## src/rtl/pipe_pkg.sv

```systemverilog
// Shared definitions for pipeline stage registers: state encoding, per-boundary widths, NOP control.
package pipe_pkg;
   typedef enum logic [1:0] {
      EMPTY = 2'd0,
      FULL  = 2'd1,
      SKID  = 2'd2
   } state_e;

   localparam int IFID_CTRL_W  = 10;
   localparam int IFID_DATA_W  = 136;
   localparam int IDEX_CTRL_W  = 10;
   localparam int IDEX_DATA_W  = 136;
   localparam int EXMEM_CTRL_W = 10;
   localparam int EXMEM_DATA_W = 136;
   localparam int MEMWB_CTRL_W = 10;
   localparam int MEMWB_DATA_W = 136;

   // A NOP bubble is an all-zero control field; replicate this bit to any width.
   localparam logic NOP_CTRL_BIT = 1'b0;
endpackage

```

## src/rtl/pipe_entry.sv

```systemverilog
// One held payload: control + data register with a valid bit, load enable and synchronous clear.
import pipe_pkg::*;

module pipe_entry #(
   parameter int CTRL_W = IDEX_CTRL_W,
   parameter int DATA_W = IDEX_DATA_W
) (
   input  logic              clk,
   input  logic              rst_n,
   input  logic              clr,
   input  logic              ld,
   input  logic [CTRL_W-1:0] ctrl_d,
   input  logic [DATA_W-1:0] data_d,
   output logic              v_q,
   output logic [CTRL_W-1:0] ctrl_q,
   output logic [DATA_W-1:0] data_q
);
   always_ff @(posedge clk or negedge rst_n) begin
      if (!rst_n) begin
         v_q    <= 1'b0;
         ctrl_q <= {CTRL_W{NOP_CTRL_BIT}};
         data_q <= '0;
      end else if (clr) begin
         v_q    <= 1'b0;
         ctrl_q <= {CTRL_W{NOP_CTRL_BIT}};
         data_q <= '0;
      end else if (ld) begin
         v_q    <= 1'b1;
         ctrl_q <= ctrl_d;
         data_q <= data_d;
      end
   end
endmodule

```

## src/rtl/pipe_stage_skid_reg.sv

```systemverilog
// Pipeline stage register with valid/ready handshake and a two-entry skid buffer; in_ready is registered.
import pipe_pkg::*;

module pipe_stage_skid_reg #(
   parameter int CTRL_W = IDEX_CTRL_W,
   parameter int DATA_W = IDEX_DATA_W
) (
   input  logic              clk,
   input  logic              rst_n,
   input  logic              flush,
   input  logic              in_valid,
   output logic              in_ready,
   input  logic [CTRL_W-1:0] in_ctrl,
   input  logic [DATA_W-1:0] in_data,
   output logic              out_valid,
   input  logic              out_ready,
   output logic [CTRL_W-1:0] out_ctrl,
   output logic [DATA_W-1:0] out_data,
   output logic [1:0]        count
);
   state_e            st_q, st_d;
   logic              in_ready_q;
   logic              main_ld, main_clr, skid_ld, skid_clr, main_from_skid;
   logic              main_v, skid_v;
   logic [CTRL_W-1:0] main_ctrl, skid_ctrl;
   logic [DATA_W-1:0] main_data, skid_data;
   logic              in_fire, out_fire;

   assign in_fire  = in_valid & in_ready_q;
   assign out_fire = main_v & out_ready;

   always_comb begin
      st_d           = st_q;
      main_ld        = 1'b0;
      main_clr       = 1'b0;
      skid_ld        = 1'b0;
      skid_clr       = 1'b0;
      main_from_skid = 1'b0;
      if (flush) begin
         main_clr = 1'b1;
         skid_clr = 1'b1;
         st_d     = EMPTY;
      end else begin
         case (st_q)
            EMPTY: if (in_fire) begin
               main_ld = 1'b1;
               st_d    = FULL;
            end
            FULL: begin
               if (in_fire && !out_fire) begin
                  skid_ld = 1'b1;
                  st_d    = SKID;
               end else if (in_fire) begin
                  main_ld = 1'b1;
               end else if (out_fire) begin
                  main_clr = 1'b1;
                  st_d     = EMPTY;
               end
            end
            SKID: if (out_fire) begin
               main_ld        = 1'b1;
               main_from_skid = 1'b1;
               skid_clr       = 1'b1;
               st_d           = FULL;
            end
            default: begin
               main_clr = 1'b1;
               skid_clr = 1'b1;
               st_d     = EMPTY;
            end
         endcase
      end
   end

   // in_ready tracks the next-state skid occupancy so it never sees out_ready/flush combinationally.
   always_ff @(posedge clk or negedge rst_n) begin
      if (!rst_n) begin
         st_q       <= EMPTY;
         in_ready_q <= 1'b1;
      end else begin
         st_q       <= st_d;
         in_ready_q <= (st_d != SKID);
      end
   end

   pipe_entry #(.CTRL_W(CTRL_W), .DATA_W(DATA_W)) u_main (
      .clk    (clk),
      .rst_n  (rst_n),
      .clr    (main_clr),
      .ld     (main_ld),
      .ctrl_d (main_from_skid ? skid_ctrl : in_ctrl),
      .data_d (main_from_skid ? skid_data : in_data),
      .v_q    (main_v),
      .ctrl_q (main_ctrl),
      .data_q (main_data)
   );

   pipe_entry #(.CTRL_W(CTRL_W), .DATA_W(DATA_W)) u_skid (
      .clk    (clk),
      .rst_n  (rst_n),
      .clr    (skid_clr),
      .ld     (skid_ld),
      .ctrl_d (in_ctrl),
      .data_d (in_data),
      .v_q    (skid_v),
      .ctrl_q (skid_ctrl),
      .data_q (skid_data)
   );

   assign in_ready  = in_ready_q;
   assign out_valid = main_v;
   assign out_ctrl  = main_ctrl & {CTRL_W{main_v}};
   assign out_data  = main_data & {DATA_W{main_v}};
   assign count     = {1'b0, main_v} + {1'b0, skid_v};
endmodule

```

## config.mk

```make
export PLATFORM = sky130hd
export DESIGN_NAME = pipe_stage_skid_reg
export DESIGN_NICKNAME = d
export VERILOG_FILES = /design/src/rtl/pipe_pkg.sv /design/src/rtl/pipe_entry.sv /design/src/rtl/pipe_stage_skid_reg.sv
export SDC_FILE = /design/constraint.sdc
export NUM_CORES = 1
export LEC_CHECK = 0
export ABC_CLOCK_PERIOD_IN_PS = 1700
export CORE_MARGIN = 10
export CORE_UTILIZATION = 46
export CTS_CLUSTER_DIAMETER = 30
export DETAILED_ROUTE_END_ITERATION = 7
export HOLD_SLACK_MARGIN = 0.08
export PLACE_DENSITY = 0.75
export SETUP_SLACK_MARGIN = 0.5
export SYNTH_ARGS = -nofsm -noshare
export SYNTH_HDL_FRONTEND = slang
export SYNTH_SLANG_ARGS = --single-unit
```

## constraint.sdc

```tcl
create_clock -name clk -period 1.7 [get_ports clk]
set_input_delay 0.34 -clock clk [delete_from_list [all_inputs] [get_ports clk]]
set_output_delay 0.34 -clock clk [all_outputs]
set_load 0.02 [all_outputs]
```

Yosys cells after proc, flatten, opt, wreduce, memory -nomap -nowiden
Cells that the tools add are included.

storage, ports and cells
  bits in registers = 297
  input port bits = 151
  output and inout bits = 150

operators by class
  add/subtract/negate cells = 1
  equality and inequality tests = 3
  muxes and demuxes = 37
  bitwise logic cells = 4
  reduce and logical (&&, ||, !) cells = 7

operator list
  operator            count
  $mux 136            5
  $and 136x136->136   1
  $mux 10             5
  $mux 1              17
  $mux 2              6
  $and 10x10->10      1
  $pmux 2 s3          1
  $pmux 1 s2          2
  $reduce_bool 2->1   2
  $reduce_or 2->1     2
  $pmux 1 s3          1
  $add 1x1->2         1
  $and 1x1->1         2
  $eq 2x1->1 const B  1
  $eq 2x2->1 const B  1
  $logic_not 2->1     1
  $ne 2x2->1 const B  1
  $logic_and 1x1->1   1
  $logic_not 1->1     1

Longest topological paths before layout
  depth in word-level cells = 8
  depth in mapped cells = 6
  gate-level depth less buffers = 4

Modules after synthesis
Synthesis repeated with hierarchy kept, for this count alone.

second synthesis, totals
  cell total of the unflattened synthesis = 1300
  area total of the unflattened synthesis = 15806.4 um2

modules (own cells, without submodules)
  module               instances  cells each  area an instance (um2)  sequential area each (um2)
  pipe_entry           2          474         6070.8                  3678.5
  pipe_stage_skid_reg  1          352         3664.8                  76.3

Worst setup path after synthesis
No wires, ideal clock.

  kind = flip-flop to flip-flop
  start = reg in_ready_q (netlist: in_ready)
  end = reg u_main.data_q[57]
  setup time = 64 ps
  arrival = 1685 ps
  data required time = 1636 ps
  setup slack = -49 ps
  cell stages (with the launch flop) = 7
  cell sequence = dfstp_2 -> nand2_1 -> nor4_1 -> buf_2 -> clkbuf_1 -> a22o_1 -> a21o_1

on the way
  longest elaborated chain between the ends = 6
  elaborated cells between the ends (all ways) = 12
  classes of those cells = 9 x mux; 1 x bitwise; 2 x reduce/logical

RTL lines
  item                                                                   RTL line                                              RTL
  from (decl)                                                            pipe_stage_skid_reg.sv:22                             logic in_ready_q;
  from (signal assigned)                                                 pipe_stage_skid_reg.sv:82                             in_ready_q <= (st_d != SKID);
  $and 1x1->1 *                                                          pipe_stage_skid_reg.sv:29                             assign in_fire = in_valid & in_ready_q;
  $mux 1, or another cell as far along                                   pipe_stage_skid_reg.sv:45, pipe_stage_skid_reg.sv:53
  $mux 1                                                                 pipe_stage_skid_reg.sv:50                             if (in_fire && !out_fire) begin
  $pmux 1 s3 / $pmux 1 s2 (equally long branches)                        pipe_stage_skid_reg.sv:44                             case (st_q)
  $mux 1                                                                 pipe_stage_skid_reg.sv:39                             if (flush) begin
  $reduce_bool 2->1 (no source line) / $mux 136 (equally long branches)  -
  to (signal assigned)                                                   pipe_entry.sv:30                                      data_q <= data_d;
  to (decl)                                                              pipe_entry.sv:16                                      output logic [DATA_W-1:0] data_q

Mark *: on every way between the ends. The rest lies on a longest branch, timed or not.
A chain may end at the register's enable or synchronous reset.

Worst setup path after layout
  start = reg u_main.v_q
  end = out out_data[115]

on the way
  longest elaborated chain between the ends = 1

RTL lines
  item                    RTL line                    RTL
  from (decl)             pipe_entry.sv:14            output logic v_q,
  from (signal assigned)  pipe_entry.sv:20            v_q <= 1'b0;
  from (signal assigned)  pipe_entry.sv:24            v_q <= 1'b0;
  from (signal assigned)  pipe_entry.sv:28            v_q <= 1'b1;
  $and 136x136->136       pipe_stage_skid_reg.sv:113  assign out_data = main_data & {DATA_W{main_v}};
  to (decl)               pipe_stage_skid_reg.sv:18   output logic [DATA_W-1:0] out_data,

No other way between the ends.

==> results.cfg <==
[setup_path]
timing.critical_path.cells = buf_6 > clkbuf_16 > and2_1 > buf_2
max_stage_delay_ns = 0.55
worstSetupPathType = flop to output port
critical-path-slowest-cell = sky130_fd_sc_hd__dfrtp_4
cp-start-kind = flop
critPathMaxFanout = 10
required_time_worst_endpoint_ns = 1.36
cp_arrival_ns = 1.76
timing.critical_path.to_type = output port

[detailed_routing]
drc = 0
ant_nets = 0
routed_via_density = 5.48
detailedRoute.firstIterationViolations = 777
routed_wire_length_per_instance_um = 20.6
number_of_vias_after_detailed_routing = 11400
first_pass_iters = 5
drt-total-wl_um = 43000

[placed_design]
routabilityCongestion = 0.814
numPortBuffers = 300
dpl.cell_count = 1944
detailedPlace.worstSlack_ns = -0.438
place_hpwl_um = 26000
placed_area_mm2 = 0.0170

[timing]
setup_repair_after_global_routing_missed_its_margin = true
layout_min_cycle_time_ns = 2.10
timing.final.ws_setup_ns = -0.404
hold-worst-slack_ns = 0.278
clock-skew-final_ns = 0.0200
worst_slew_pin_slew_ns = 0.423
timing.final.crit_share_pct = 124
max_freq_ghz = 0.475
final_setup_violations = 442
maxSlewHeadroom_pct = 71.6
totalNegativeSetupSlack_ns = -114.02
final-hold-violation-count = 0
finalMaxSlewViolations = 0

[clocking]
clock_path_buffers = 3
clock_latency_ns = 0.55
htreeDepth = 3
cts_inserted_buffers = 66
cts.root.buffer_cell = sky130_fd_sc_hd__clkbuf_16
cts_tree = done
clk_pin_slew_ns = 0.05
clock-sinks = 297

[synthesis]
yosysTopAreaCellShare_pct = 55.2
syn_inst = 1315
synthesized_area_per_cell_um2 = 10.2
netlist-cell-type-count = 31
async_reset_ff_share_pct = 100
synth_sequential_area_ratio_pct = 55.4
synth_area_mm2 = 0.0134
synth_area_leader = sky130_fd_sc_hd__dfrtp_1
ys.flop_type = sky130_fd_sc_hd__dfrtp_1
yosysMostFrequentCell = sky130_fd_sc_hd__dfrtp_1
yosys_warnings = 0
postSynthNetCount = 1467
synthTopCellsByCount = 296 x sky130_fd_sc_hd__dfrtp_1, 295 x sky130_fd_sc_hd__nand2_1, 148 x sky130_fd_sc_hd__a21oi_1
synth_enable_flop_cells = 0
post_synth_main_area_contributors = sky130_fd_sc_hd__dfrtp_1 55%, sky130_fd_sc_hd__a22o_1 9.5%, sky130_fd_sc_hd__nand2_1 8.3%
ys_ff_latch = 297

[cells_and_area]
multi_input_area_mm2 = 0.00546
area_delta_synth_final_pct = 43.6
final_layout_size_suffix_gt1_share_pct = 22.4
post-route-cell-area_mm2 = 0.0193
finish.net_count = 1792
filler_cell_count = 2206
final_cells = 2084
final_core_util_pct = 67.0
sequential_cell_area_mm2 = 0.00744

[global_routing]
number_of_global_route_vias_before_repair = 11800
global_route_wire_length_before_repair_um = 64800
grt.total_usage_pct = 21.9
grt_remaining_overflow = 0
grt_start_max_net_pins = 75
antenna_found_initial = 9

[power]
power.density_mw_per_mm2 = 1280
max-vdd-ir-drop_v = 0.000683
static-leakage-power_nw = 10.3
power_mw = 24.7

[die]
floorplan.die.width_um = 191
placementRows = 62
pin_count = 301
die_height_um = 191
start_util_pct = 46.6
fp.dieArea_mm2 = 0.0364
core_area_mm2 = 0.0288

[outcome]
violations = setup timing
run_status = finished with violations

[run]
drv.max_cap_violation_count = 0

[min_path]
timing.hold.worst.class = primary input to async pin
-- worst max-delay path: cells and delay by family, from the launching register on --
kind                   cells  cell delay [ns]
and+or+nand+nor            1             0.16
DFF                        1             0.55
buffers and inverters      3             0.51
-- cell type report --
type                            count  share of cell area [%]
Clock buffer                       85                    9.72
Multi-Input combinational cell    904                    28.3
Tap cell                          384                    2.49
Clock inverter                     37                    2.86
Inverter                            2                  0.0389
Antenna cell                        6                  0.0779
Sequential cell                   297                    38.6
Timing Repair Buffer              369                    17.9
-- path summary, 6_finish.rpt --
kind | startpoint | to | slack (ns) | depth (start not counted)
min in group clk | in_data[63] | u_skid.data_q[63] | 0.36 | 3
max in group asynchronous | rst_n | u_skid.data_q[55] | 0.69 | 3
max reg2reg | u_main.v_q | u_main.data_q[89] | -0.30 | 6
min reg2reg | u_main.data_q[106] | u_main.data_q[106] | 0.46 | 1
max | u_main.v_q | out_data[115] | -0.40 | 4
min | rst_n | u_skid.data_q[109] | 0.28 | 2
-- cell families after synthesis --
family	count (synthesis)	share of synthesized area [%]
AOI/OAI and AO/OA	447	23.6
xor gates and xnor gates	1	0.0653
adders and majority gates	1	0.0932
buffers and inverters	114	5.13
DFF	297	55.4
and+or+nand+nor	455	15.7
-- what timing repair did --
item	CTS	global route
hold buffers	1	0
resized for setup	170	373
cloned	0	6
pin swaps	0	12
hold endpoints to repair	146	0
endpoints found under the setup margin	447	447
setup buffers	0	5
-- report_power, final --
part	total, mW	switching [mW]	internal (mW)	leakage [nW]
clock	13.5	4.13	9.36	1.18
combinational	3.31	1.85	1.46	5.02
sequential	7.95	0.324	7.63	4.05
total	24.7	6.30	18.4	10.3
-- per-layer routing --
metal | GRT usage [%] | vias to the layer above | wire length [um]
li1 | - | 5188 | -
met1 | 27.4 | 5779 | 17900
met2 | 36.1 | 378 | 21300
met3 | 5.10 | 73 | 2660
met4 | 8.60 | 4 | 1100
met5 | 0 | - | 23
-- state kept, by name (all words and copies together), names as in the netlist --
register / flops
u_main.data_q: 136
u_skid.data_q: 136
u_main.ctrl_q: 10
u_skid.ctrl_q: 10
st_q: 2
in_ready: 1
u_main.v_q: 1
u_skid.v_q: 1
-- layout by cell type (no fill, tap or decap), types with 2 or more instances in the layout --
cell / Yosys / layout
sky130_fd_sc_hd__a21oi_1: 148 / 148
sky130_fd_sc_hd__a22o_1: 146 / 146
sky130_fd_sc_hd__a21o_1: 146 / 146
sky130_fd_sc_hd__and2_4: 0 / 45
sky130_fd_sc_hd__clkbuf_16: 0 / 69
sky130_fd_sc_hd__inv_6: 0 / 2
sky130_fd_sc_hd__clkbuf_8: 0 / 15
sky130_fd_sc_hd__clkinvlp_4: 0 / 5
sky130_fd_sc_hd__clkbuf_1: 54 / 4
sky130_fd_sc_hd__dlymetal6s2s_1: 0 / 11
sky130_fd_sc_hd__buf_2: 35 / 60
sky130_fd_sc_hd__buf_6: 5 / 11
sky130_fd_sc_hd__clkbuf_2: 0 / 28
sky130_fd_sc_hd__clkinv_4: 0 / 3
sky130_fd_sc_hd__buf_4: 0 / 76
sky130_fd_sc_hd__inv_1: 2 / 2
sky130_fd_sc_hd__diode_2: 0 / 6
sky130_fd_sc_hd__clkinv_8: 0 / 4
sky130_fd_sc_hd__bufinv_16: 0 / 10
sky130_fd_sc_hd__dfrtp_1: 296 / 295
sky130_fd_sc_hd__buf_12: 11 / 26
sky130_fd_sc_hd__clkdlybuf4s50_1: 0 / 149
sky130_fd_sc_hd__clkinv_2: 0 / 11
sky130_fd_sc_hd__buf_16: 0 / 2
sky130_fd_sc_hd__nand2_1: 295 / 294
sky130_fd_sc_hd__nor2_1: 4 / 4
sky130_fd_sc_hd__and2_1: 147 / 103
(Power assumes the default switching activity.)
